**config.mk**
```make
export PLATFORM = sky130hd
export DESIGN_NAME = gate_sweep_ctrl
export DESIGN_NICKNAME = d
export VERILOG_FILES = /design/src/rtl/gate_sweep_ctrl.sv
export SDC_FILE = /design/constraint.sdc
export NUM_CORES = 1
export LEC_CHECK = 0
export ABC_AREA = 1
export CORE_UTILIZATION = 54
export CTS_CLUSTER_SIZE = 14
export DETAILED_ROUTE_END_ITERATION = 8
export HOLD_SLACK_MARGIN = 0.05
export PLACE_DENSITY = 0.86
export SLEW_MARGIN = 20
export SYNTH_ARGS = -nofsm -noshare
export SYNTH_HDL_FRONTEND = slang
export SYNTH_SLANG_ARGS = --single-unit
```
**constraint.sdc**
```tcl
create_clock -name clk -period 4 [get_ports clk]
set_input_delay 0.8 -clock clk [delete_from_list [all_inputs] [get_ports clk]]
set_output_delay 0.8 -clock clk [all_outputs]
set_load 0.02 [all_outputs]
```
**src/rtl/gate_sweep_ctrl.sv**
```systemverilog
// Clocked exhaustive sweep of a combinational gate: walks every input vector,
// waits a settle time, samples the gate output and scores it against a latched truth table.
module gate_sweep_ctrl #(
  parameter int NIN    = 1,
  parameter int SETTLE = 2,
  parameter int ERR_W  = 8
) (
  input  logic                 clk,
  input  logic                 rst_n,
  input  logic                 start,
  input  logic                 abort,
  input  logic [2**NIN-1:0]    exp_table,
  input  logic                 dut_y,
  output logic [NIN-1:0]       stim,
  output logic                 busy,
  output logic                 done,
  output logic                 pass,
  output logic [ERR_W-1:0]     err_count,
  output logic                 fail_valid,
  output logic [NIN-1:0]       first_fail
);

  localparam int CW = (SETTLE > 1) ? $clog2(SETTLE) : 1;

  typedef enum logic [1:0] {ST_IDLE, ST_SETTLE, ST_CHECK, ST_DONE} state_t;

  state_t              state_q, state_d;
  logic [CW-1:0]       cnt_q, cnt_d;
  logic [2**NIN-1:0]   table_q, table_d;
  logic [NIN-1:0]      stim_d, first_fail_d;
  logic [ERR_W-1:0]    err_d;
  logic                busy_d, done_d, pass_d, fail_valid_d;
  logic                mismatch;

  always_ff @(posedge clk or negedge rst_n) begin
    if (!rst_n) state_q <= ST_IDLE;
    else        state_q <= state_d;
  end

  always_comb begin
    state_d = state_q;
    case (state_q)
      ST_IDLE, ST_DONE: if (start) state_d = ST_SETTLE;
      ST_SETTLE: begin
        if (abort)                         state_d = ST_IDLE;
        else if (cnt_q == CW'(SETTLE - 1)) state_d = ST_CHECK;
      end
      ST_CHECK: begin
        if (abort)           state_d = ST_IDLE;
        else if (stim == '1) state_d = ST_DONE;
        else                 state_d = ST_SETTLE;
      end
      default: state_d = ST_IDLE;
    endcase
  end

  // Next values of the registered outputs; an abort during CHECK skips that vector's compare.
  always_comb begin
    stim_d       = stim;
    cnt_d        = cnt_q;
    table_d      = table_q;
    err_d        = err_count;
    fail_valid_d = fail_valid;
    first_fail_d = first_fail;
    done_d       = done;
    pass_d       = pass;
    mismatch     = (dut_y != table_q[stim]);
    case (state_q)
      ST_IDLE, ST_DONE: begin
        if (start) begin
          stim_d       = '0;
          cnt_d        = '0;
          table_d      = exp_table;
          err_d        = '0;
          fail_valid_d = 1'b0;
          first_fail_d = '0;
          done_d       = 1'b0;
          pass_d       = 1'b0;
        end
      end
      ST_SETTLE: begin
        if (abort) stim_d = '0;
        else       cnt_d  = cnt_q + CW'(1);
      end
      ST_CHECK: begin
        if (abort) begin
          stim_d = '0;
        end else begin
          if (mismatch) begin
            if (err_count != '1) err_d = err_count + ERR_W'(1);
            if (!fail_valid) begin
              fail_valid_d = 1'b1;
              first_fail_d = stim;
            end
          end
          if (stim == '1) begin
            done_d = 1'b1;
            pass_d = !fail_valid && !mismatch;
          end else begin
            stim_d = stim + NIN'(1);
            cnt_d  = '0;
          end
        end
      end
      default: ;
    endcase
    busy_d = (state_d == ST_SETTLE) || (state_d == ST_CHECK);
  end

  always_ff @(posedge clk or negedge rst_n) begin
    if (!rst_n) begin
      stim       <= '0;
      cnt_q      <= '0;
      table_q    <= '0;
      err_count  <= '0;
      fail_valid <= 1'b0;
      first_fail <= '0;
      busy       <= 1'b0;
      done       <= 1'b0;
      pass       <= 1'b0;
    end else begin
      stim       <= stim_d;
      cnt_q      <= cnt_d;
      table_q    <= table_d;
      err_count  <= err_d;
      fail_valid <= fail_valid_d;
      first_fail <= first_fail_d;
      busy       <= busy_d;
      done       <= done_d;
      pass       <= pass_d;
    end
  end

endmodule

```
==> results of run 1 <==
-- area by class of cell --
class	instances	area, um^2	area share [%]
Clock buffer	4	26.3	1.98
Tap cell	25	31.3	2.35
Multi-Input combinational cell	95	522	39.2
Sequential cell	19	475	35.7
Timing Repair Buffer	20	200	15.1
Inverter	20	75.1	5.64
-- logic make-up after synthesis --
logic type	after synthesis	share of synthesized area, %
xor gates and xnor gates	4	3.23
adders and majority gates	3	3.46
buffers and inverters	21	7.97
DFF	19	43.9
and+or+nand+nor	64	29.4
AOI/OAI and AO/OA	24	12.0
-- per-layer routing --
metal  GRT usage [%]  share of wire, %  vias up
met5               0                 0        -
met4            8.00              0.37        0
met3            3.46               4.8        2
met2            35.8                49       33
met1            32.2                46      431
li1                -                 -      481
-- placed cells by master (no fill, tap or decap) --
master,n
a21oi_1,8
a21oi_2,1
clkbuf_1,1
clkbuf_4,3
clkdlybuf4s50_1,20
dfrtp_1,19
ha_1,3
inv_1,18
inv_2,2
nand2_1,35
nand2_2,3
nand2_4,1
nand3_1,11
nand3_2,1
nand4_1,2
nand4_4,1
nor2_1,7
nor2_2,2
nor2_8,1
o21ai_0,1
o21ai_1,10
o21bai_1,1
o22ai_1,3
xnor2_1,3
xor2_1,1
-- path summary, 6_finish.rpt --
check | startpoint | to | slack, ns
worst max-delay path | err_count[5] | err_count[5] | 1.77
worst min-delay path | first_fail | first_fail | 0.51
worst max register to register | state_q[0] | err_count[4] | 2.30
worst min register to register | first_fail | first_fail | 0.51
max in group asynchronous | rst_n | stim | 2.50
min in group asynchronous | rst_n | cnt_q | 0.98
-- flip-flops by register name, summed over array words and instances, names as in the netlist --
name	flops
busy	1
cnt_q	1
done	1
err_count	8
fail_valid	1
first_fail	1
pass	1
state_q	2
stim	1
table_q	2
-- worst reg2reg max path: cells and delay by family (launching register included) --
kind	cells	cell delay, ns
fa+ha+maj	1	0.39
buf+inv	1	0.06
compound gates	1	0.06
flops	1	0.41
simple gates	5	0.67
-- cells in the mapped netlist (2+ instances only) --
cell and n:
a21oi_1 8, dfrtp_1 19, ha_1 3, inv_1 18
inv_2 2, nand2_1 35, nand2_2 3, nand3_1 11
nand4_1 2, nor2_1 7, nor2_2 2, o21ai_1 10
o22ai_1 3, xnor2_1 3
-- power groups by stage --
stage,registers (mW),clock network (mW),logic [mW]
after CTS,0.271,0.0963,0.400
after global routing,0.277,0.103,0.447
after global placement,0.271,0,0.378
after floorplan,0.291,0,0.276
final,0.271,0.0936,0.397
after detailed placement,0.274,0,0.396
-- per-stage QoR --
stage / std cells / hold slack [ns] / instance area [um^2] / util [%]
2_1_floorplan: 135 / 0.504 / 1080 / -
3_3_place_gp: 179 / 0.475 / 1300 / 72.4
3_5_place_dp: 179 / 0.482 / 1300 / 72.4
4_1_cts: 183 / 0.507 / 1330 / 73.8
5_1_grt: 183 / 0.547 / 1330 / 73.8
6_report: 183 / 0.507 / 1330 / 73.8
==> report_table.html, run 1 <==
<table>
<tr><th>Metric</th><th>Value</th></tr>
<tr><th colspan="2">Clock network</th></tr>
<tr><td># resized after CTS</td><td>0</td></tr>
<tr><td>Number of sinks handled by clock tree synthesis</td><td>19</td></tr>
<tr><td>Clock latency reported for the late side of the worst-skew pair</td><td>0.29 ns</td></tr>
<tr><td>Clock-pin slew of the registers on the worst-case setup and hold paths</td><td>0.10 ns</td></tr>
<tr><td>Number of buffers added to fix hold violations after cts</td><td>0</td></tr>
<tr><td>Worst-case clock buffer depth</td><td>2</td></tr>
<tr><td>Post CTS Setup Buffer Count</td><td>0</td></tr>
<tr><td>Number of H-tree branching levels</td><td>1</td></tr>
<tr><td>TritonCTS clock tree</td><td>yes</td></tr>
<tr><td>Number of buffers inserted during clock tree synthesis</td><td>3</td></tr>
<tr><td>Cell at the root of the clock tree</td><td>clkbuf_4</td></tr>
<tr><th colspan="2">Finish</th></tr>
<tr><td>Fillers</td><td>162</td></tr>
<tr><td>Area Growth Syn to Fin</td><td>22.7%</td></tr>
<tr><td>Number of antenna repair diodes</td><td>0</td></tr>
<tr><td>Proportion of layout cells with a drive suffix above 1</td><td>9.49%</td></tr>
<tr><td>Nets</td><td>169</td></tr>
<tr><th colspan="2">Setup path</th></tr>
<tr><td>Kind of critical path</td><td>register to output pin</td></tr>
<tr><td>Worst Setup End Kind</td><td>output pin</td></tr>
<tr><td>CP max stage delay</td><td>0.65 ns</td></tr>
<tr><td>Type of element launching the critical path</td><td>register</td></tr>
<tr><td>Register-to-Register Path Depth</td><td>8</td></tr>
<tr><td>Buf/Inv on CP</td><td>1</td></tr>
<tr><td>CP required</td><td>3.20 ns</td></tr>
<tr><td>WP depth</td><td>1</td></tr>
<tr><td>Biggest fanout along the worst timing path</td><td>7</td></tr>
<tr><td>Arr. time, crit path</td><td>1.43 ns</td></tr>
<tr><td>Critical path cell sequence</td><td>clkdlybuf4s50_1</td></tr>
<tr><td>Max stage delay cell, worst path</td><td>clkdlybuf4s50_1</td></tr>
<tr><td>Crit path max-delay family</td><td>buffers and inverters</td></tr>
<tr><th colspan="2">Yosys</th></tr>
<tr><td>Mean Syn Cell Area</td><td>8.03 um^2</td></tr>
<tr><td>Number of synthesized flops with an enable pin</td><td>0</td></tr>
<tr><td>Sequential element share of the synthesized area</td><td>43.9%</td></tr>
<tr><td>Largest cells by area after synthesis</td><td>dfrtp_1 44%, nand2_1 12%, inv_1 6.2%, nand3_1 5.1%, o21ai_1 4.6%</td></tr>
<tr><td>Cell count after synthesis</td><td>135</td></tr>
<tr><td>Top cell type's share of synthesized area</td><td>43.9%</td></tr>
<tr><td>Synthesized cell area</td><td>1080 um^2</td></tr>
<tr><td>Number of synthesized register bits</td><td>19</td></tr>
<tr><td>Count of yosys warnings during synthesis</td><td>0</td></tr>
<tr><td>Net count after synthesis</td><td>145</td></tr>
<tr><td>Fraction of registers with async set/reset</td><td>100%</td></tr>
<tr><td>Synth Flop Type</td><td>dfrtp_1</td></tr>
<tr><td>Unique cell type count in the Yosys netlist</td><td>23</td></tr>
<tr><td>Largest area contributor in the netlist</td><td>dfrtp_1</td></tr>
<tr><th colspan="2">Route</th></tr>
<tr><td>Iteration-0 DRC count of the detailed router</td><td>38</td></tr>
<tr><td>Routed wire per std cell</td><td>11.8 um</td></tr>
<tr><td>Final wirelength</td><td>2170 um</td></tr>
<tr><td>Detailed-route via count</td><td>947</td></tr>
<tr><td>Via density</td><td>5.17</td></tr>
<tr><td>Total iterations of the first detailed-routing run</td><td>4</td></tr>
<tr><td>Post-route DRC</td><td>0</td></tr>
<tr><td>Post-route ant nets</td><td>0</td></tr>
<tr><th colspan="2">Power</th></tr>
<tr><td>Net switching share of the total power</td><td>44.3%</td></tr>
<tr><td>Reported net switching power</td><td>0.337 mW</td></tr>
<tr><td>Worst supply voltage drop on vdd</td><td>0.439 mV</td></tr>
<tr><td>Clock share of power</td><td>12.3%</td></tr>
<tr><td>Internal power</td><td>0.425 mW</td></tr>
<tr><td>Proportion of power drawn by combinational gates</td><td>52.1%</td></tr>
<tr><td>Power per unit of standard cell area</td><td>573 nW/um^2</td></tr>
<tr><td>Static Leakage</td><td>0.593 nW</td></tr>
<tr><td>Design Power</td><td>0.762 mW</td></tr>
<tr><td>Reg power frac</td><td>35.6%</td></tr>
<tr><th colspan="2">GRT</th></tr>
<tr><td>Maximum number of pins on one net before global-route repair</td><td>20</td></tr>
<tr><td>Total global routing overflow</td><td>0</td></tr>
<tr><td>Antenna violations before repair</td><td>0</td></tr>
<tr><td>Vias in the first global route</td><td>850</td></tr>
<tr><td>Global routing usage summed across all routing layers</td><td>22.8%</td></tr>
<tr><td>First-pass GRT wire length</td><td>3540 um</td></tr>
<tr><th colspan="2">Die</th></tr>
<tr><td>Area of the core region</td><td>1800 um^2</td></tr>
<tr><td>Die Height</td><td>46.8 um</td></tr>
<tr><td>Horizontal die dimension</td><td>46.8 um</td></tr>
<tr><td>Die ar.</td><td>2190 um^2</td></tr>
<tr><td>Row count</td><td>15</td></tr>
<tr><td>Initial Util</td><td>60.1%</td></tr>
<tr><td>I/O pin count</td><td>21</td></tr>
<tr><th colspan="2">STA</th></tr>
<tr><td>Count of final hold-check violations</td><td>0</td></tr>
<tr><td>Ratio of final minimum period to clock period</td><td>55.7%</td></tr>
<tr><td>Post-layout worst setup margin</td><td>1.77 ns</td></tr>
<tr><td>Total of endpoints with negative setup slack in the final report</td><td>0</td></tr>
<tr><td>Setup TNS</td><td>0 ns</td></tr>
<tr><td>Max transition margin</td><td>44.1%</td></tr>
<tr><td>Setup repair after global routing missed its margin</td><td>no</td></tr>
<tr><td>Worst Clk Skew</td><td>0.00197 ns</td></tr>
<tr><td>Final min period</td><td>2.23 ns</td></tr>
<tr><td>Actual slew at the worst max-slew pin</td><td>0.836 ns</td></tr>
<tr><td>Peak Freq</td><td>449 MHz</td></tr>
<tr><td>Max Slew Vio Count</td><td>0</td></tr>
<tr><th colspan="2">Placed design</th></tr>
<tr><td>Final HPWL from detailed placement</td><td>1640 um</td></tr>
<tr><td>RD Place Congestion</td><td>0.850</td></tr>
<tr><td>IO Port Bufs</td><td>20</td></tr>
<tr><td>Post-Place Worst Slack</td><td>1.86 ns</td></tr>
<tr><th colspan="2">Outcome</th></tr>
<tr><td>Status</td><td>finished clean</td></tr>
<tr><th colspan="2">Hold path</th></tr>
<tr><td>Count of cells along the worst hold path</td><td>2</td></tr>
<tr><td>Class of the tightest hold or removal check</td><td>register to register</td></tr>
<tr><th colspan="2">Run</th></tr>
<tr><td>Total of max-cap violations</td><td>0</td></tr>
</table>
Note: power is estimated with default switching activity, not from simulation.
==> inputs of run 2 (changes only) <==
--- a/config.mk
+++ b/config.mk
@@ -6,11 +6,11 @@
 export NUM_CORES = 1
 export LEC_CHECK = 0
 export ABC_AREA = 1
-export CORE_UTILIZATION = 54
+export CORE_UTILIZATION = 45
 export CTS_CLUSTER_SIZE = 14
 export DETAILED_ROUTE_END_ITERATION = 8
 export HOLD_SLACK_MARGIN = 0.05
-export PLACE_DENSITY = 0.86
+export PLACE_DENSITY = 0.77
 export SLEW_MARGIN = 20
 export SYNTH_ARGS = -nofsm -noshare
 export SYNTH_HDL_FRONTEND = slang
==> constraint.sdc (replaced) <==
create_clock -name clk -period 1.8 [get_ports clk]
set_input_delay 0.36 -clock clk [delete_from_list [all_inputs] [get_ports clk]]
set_output_delay 0.36 -clock clk [all_outputs]
set_load 0.02 [all_outputs]
==> report_table.html, run 2 (synthesis results as in run 1) <==
<table>
<tr><th>Metric</th><th>Value</th></tr>
<tr><th colspan="2">Clock network</th></tr>
<tr><td>Number of H-tree branching levels</td><td>1 (unchanged)</td></tr>
<tr><td>TritonCTS clock tree</td><td>yes (unchanged)</td></tr>
<tr><td># resized after CTS</td><td>0 (unchanged)</td></tr>
<tr><td>Post CTS Setup Buffer Count</td><td>0 (unchanged)</td></tr>
<tr><td>Clock-pin slew of the registers on the worst-case setup and hold paths</td><td>0.10 ns (about the same)</td></tr>
<tr><td>Worst-case clock buffer depth</td><td>2 (unchanged)</td></tr>
<tr><td>Number of buffers added to fix hold violations after cts</td><td>0 (unchanged)</td></tr>
<tr><td>Clock latency reported for the late side of the worst-skew pair</td><td>0.29 ns (about the same)</td></tr>
<tr><td>Cell at the root of the clock tree</td><td>clkbuf_4 (unchanged)</td></tr>
<tr><td>Number of buffers inserted during clock tree synthesis</td><td>3 (unchanged)</td></tr>
<tr><td>Number of sinks handled by clock tree synthesis</td><td>19 (unchanged)</td></tr>
<tr><th colspan="2">STA</th></tr>
<tr><td>Total of endpoints with negative setup slack in the final report</td><td>0 (unchanged)</td></tr>
<tr><td>Max transition margin</td><td>82.5% (was 44.1%)</td></tr>
<tr><td>Peak Freq</td><td>570 MHz</td></tr>
<tr><td>Max Slew Vio Count</td><td>0 (unchanged)</td></tr>
<tr><td>Actual slew at the worst max-slew pin</td><td>0.261 ns (was 0.836 ns)</td></tr>
<tr><td>Final min period</td><td>1.75 ns</td></tr>
<tr><td>Count of final hold-check violations</td><td>0 (unchanged)</td></tr>
<tr><td>Setup repair after global routing missed its margin</td><td>no (unchanged)</td></tr>
<tr><td>Setup TNS</td><td>0 ns (unchanged)</td></tr>
<tr><td>Ratio of final minimum period to clock period</td><td>97.4%</td></tr>
<tr><td>Worst Clk Skew</td><td>0.00147 ns (was 0.00197 ns)</td></tr>
<tr><th colspan="2">GRT</th></tr>
<tr><td>Total global routing overflow</td><td>0 (unchanged)</td></tr>
<tr><td>Global routing usage summed across all routing layers</td><td>18.0% (was 22.8%)</td></tr>
<tr><td>Vias in the first global route</td><td>851 (was 850)</td></tr>
<tr><td>Antenna violations before repair</td><td>0 (unchanged)</td></tr>
<tr><td>First-pass GRT wire length</td><td>3620 um (was 3540 um)</td></tr>
<tr><td>Maximum number of pins on one net before global-route repair</td><td>20 (unchanged)</td></tr>
<tr><th colspan="2">Die</th></tr>
<tr><td>Die Height</td><td>51.1 um (was 46.8 um)</td></tr>
<tr><td>Area of the core region</td><td>2230 um^2 (was 1800 um^2)</td></tr>
<tr><td>Horizontal die dimension</td><td>51.1 um (was 46.8 um)</td></tr>
<tr><td>Initial Util</td><td>48.5% (was 60.1%)</td></tr>
<tr><td>I/O pin count</td><td>21 (unchanged)</td></tr>
<tr><td>Row count</td><td>17 (was 15)</td></tr>
<tr><td>Die ar.</td><td>2610 um^2 (was 2190 um^2)</td></tr>
<tr><th colspan="2">Finish</th></tr>
<tr><td>Max FFs per register</td><td>8 (unchanged)</td></tr>
<tr><td>Nets</td><td>170 (was 169)</td></tr>
<tr><td>Proportion of layout cells with a drive suffix above 1</td><td>10.7% (was 9.49%)</td></tr>
<tr><td>Top reg by flops</td><td>err_count (unchanged)</td></tr>
<tr><td>Area Growth Syn to Fin</td><td>25.2% (was 22.7%)</td></tr>
<tr><td>Sequential cell area</td><td>475 um^2 (unchanged)</td></tr>
<tr><td>Commonest non-fill, non-tap cells in the layout</td><td>35 x nand2_1, 19 x dfrtp_1, 18 x inv_1, 18 x clkdlybuf4s50_1, 11 x nand3_1 (was 35 x nand2_1, 20 x clkdlybuf4s50_1, 19 x dfrtp_1, 18 x inv_1, 11 x nand3_1)</td></tr>
<tr><td>Fillers</td><td>216 (was 162)</td></tr>
<tr><td>Leading cell type in the layout, fill and taps excluded</td><td>nand2_1 (unchanged)</td></tr>
<tr><td>Area of combinational cells with multiple inputs</td><td>532 um^2 (was 522 um^2)</td></tr>
<tr><td>Largest registers</td><td>err_count: 8 flops, state_q: 2 flops, table_q: 2 flops (unchanged)</td></tr>
<tr><td>Number of antenna repair diodes</td><td>0 (unchanged)</td></tr>
<tr><th colspan="2">Route</th></tr>
<tr><td>Final wirelength</td><td>2060 um (was 2170 um)</td></tr>
<tr><td>Iteration-0 DRC count of the detailed router</td><td>23 (was 38)</td></tr>
<tr><td>Routed wire per std cell</td><td>11.0 um (was 11.8 um)</td></tr>
<tr><td>Post-route ant nets</td><td>0 (unchanged)</td></tr>
<tr><td>Via density</td><td>4.94 (was 5.17)</td></tr>
<tr><td>Detailed-route via count</td><td>924 (was 947)</td></tr>
<tr><td>Total iterations of the first detailed-routing run</td><td>4 (unchanged)</td></tr>
<tr><td>Post-route DRC</td><td>0 (unchanged)</td></tr>
<tr><th colspan="2">Setup path</th></tr>
<tr><td>Crit path max-delay family</td><td>buffers and inverters (unchanged)</td></tr>
<tr><td>CP max stage delay</td><td>0.64 ns (was 0.65 ns)</td></tr>
<tr><td>End of the worst register-to-register path</td><td>err_count[4] (unchanged)</td></tr>
<tr><td>Kind of critical path</td><td>register to output pin (unchanged)</td></tr>
<tr><td>Critical path cell sequence</td><td>clkdlybuf4s50_1 (unchanged)</td></tr>
<tr><td>Setup slack of the most critical reg-to-reg path</td><td>0.19 ns (was 2.30 ns)</td></tr>
<tr><td>Arr. time, crit path</td><td>1.39 ns (was 1.43 ns)</td></tr>
<tr><td>CP required</td><td>1.44 ns (was 3.20 ns)</td></tr>
<tr><td>Biggest fanout along the worst timing path</td><td>5 (was 7)</td></tr>
<tr><td>Max stage delay cell, worst path</td><td>clkdlybuf4s50_1 (unchanged)</td></tr>
<tr><td>Buf/Inv on CP</td><td>1 (unchanged)</td></tr>
<tr><td>Type of element launching the critical path</td><td>register (unchanged)</td></tr>
<tr><td>Register-to-Register Path Depth</td><td>7 (was 8)</td></tr>
<tr><td>Worst Setup End Kind</td><td>output pin (unchanged)</td></tr>
<tr><td>Worst r2r src</td><td>state_q[0] (unchanged)</td></tr>
<tr><th colspan="2">Placed design</th></tr>
<tr><td>IO Port Bufs</td><td>20 (unchanged)</td></tr>
<tr><td>RD Place Congestion</td><td>0.836 (was 0.850)</td></tr>
<tr><td>Final HPWL from detailed placement</td><td>1570 um (was 1640 um)</td></tr>
<tr><th colspan="2">Power</th></tr>
<tr><td>Static Leakage</td><td>0.634 nW (was 0.593 nW)</td></tr>
<tr><td>Net switching share of the total power</td><td>43.6% (was 44.3%)</td></tr>
<tr><td>Internal power</td><td>0.965 mW (was 0.425 mW)</td></tr>
<tr><td>Power per unit of standard cell area</td><td>1260 nW/um^2 (was 573 nW/um^2)</td></tr>
<tr><td>Clock share of power</td><td>12.3% (about the same)</td></tr>
<tr><td>Worst supply voltage drop on vdd</td><td>0.851 mV (was 0.439 mV)</td></tr>
<tr><td>Reg power frac</td><td>35.0% (was 35.6%)</td></tr>
<tr><td>Design Power</td><td>1.71 mW (was 0.762 mW)</td></tr>
<tr><td>Reported net switching power</td><td>0.745 mW (was 0.337 mW)</td></tr>
<tr><td>Proportion of power drawn by combinational gates</td><td>52.8% (was 52.1%)</td></tr>
<tr><th colspan="2">Run</th></tr>
<tr><td>Total of max-cap violations</td><td>0 (unchanged)</td></tr>
<tr><th colspan="2">Hold path</th></tr>
<tr><td>Class of the tightest hold or removal check</td><td>input pin to asynchronous set/reset pin (was register to register)</td></tr>
<tr><th colspan="2">Outcome</th></tr>
<tr><td>Status</td><td>finished clean (unchanged)</td></tr>
</table>
[run 2: changes by cell type in the layout (fill, tap and decap cells not counted), sizes merged]
cell | previous run | this run
dlymetal6s2s | 0 | 2
clkdlybuf4s50 | 20 | 18
buf | 0 | 1
[run 2: area by class of cell]
type                            count  share of cell area [%]
Multi-Input combinational cell     95                    39.2
Sequential cell                    19                    35.1
Timing Repair Buffer               21                    15.7
Inverter                           20                    5.54
Tap cell                           28                    2.58
Clock buffer                        4                    1.94
[run 2: power groups by stage]
stage	clock, mW	combinational [mW]	sequential [mW]
after floorplan	0	0.614	0.646
after global placement	0	0.845	0.600
after detailed placement	0	0.866	0.604
after CTS	0.216	0.874	0.599
after global routing	0.236	1.02	0.613
final	0.210	0.902	0.598
[run 2: through the flow]
stage               cells  utilization (%)  instance area (um^2)  setup WS (ns)  hold slack (ns)
CTS                   187             60.1                  1340         0.0157            0.398
global route          187             60.7                  1360        0.00117            0.422
finish                187             60.7                  1360         0.0464            0.388
global placement      183             58.9                  1320          0.151            0.474
detailed placement    183             58.9                  1320         0.0935            0.480
floorplan             135                -                  1080          0.289           0.0644
[run 2: how the worst max path moves through the flow]
stage	from	end	cells after the start	slack (ns)
global route	stim	stim	1	0.001
finish	stim	stim	1	0.05
global placement	start	err_count[3]	8	0.15
CTS	err_count[5]	err_count[5]	1	0.02
floorplan	state_q[0]	err_count[0]	8	0.29
detailed placement	start	err_count[4]	8	0.09
[run 2: routing by layer]
metal	vias to the layer above	routed length [um]	part of all wire (%)	track usage, %
li1	487	-	-	-
met1	416	985	48	23.7
met2	19	991	48	30.0
met3	2	73	3.5	4.76
met4	0	13	0.63	2.78
met5	-	0	0	0
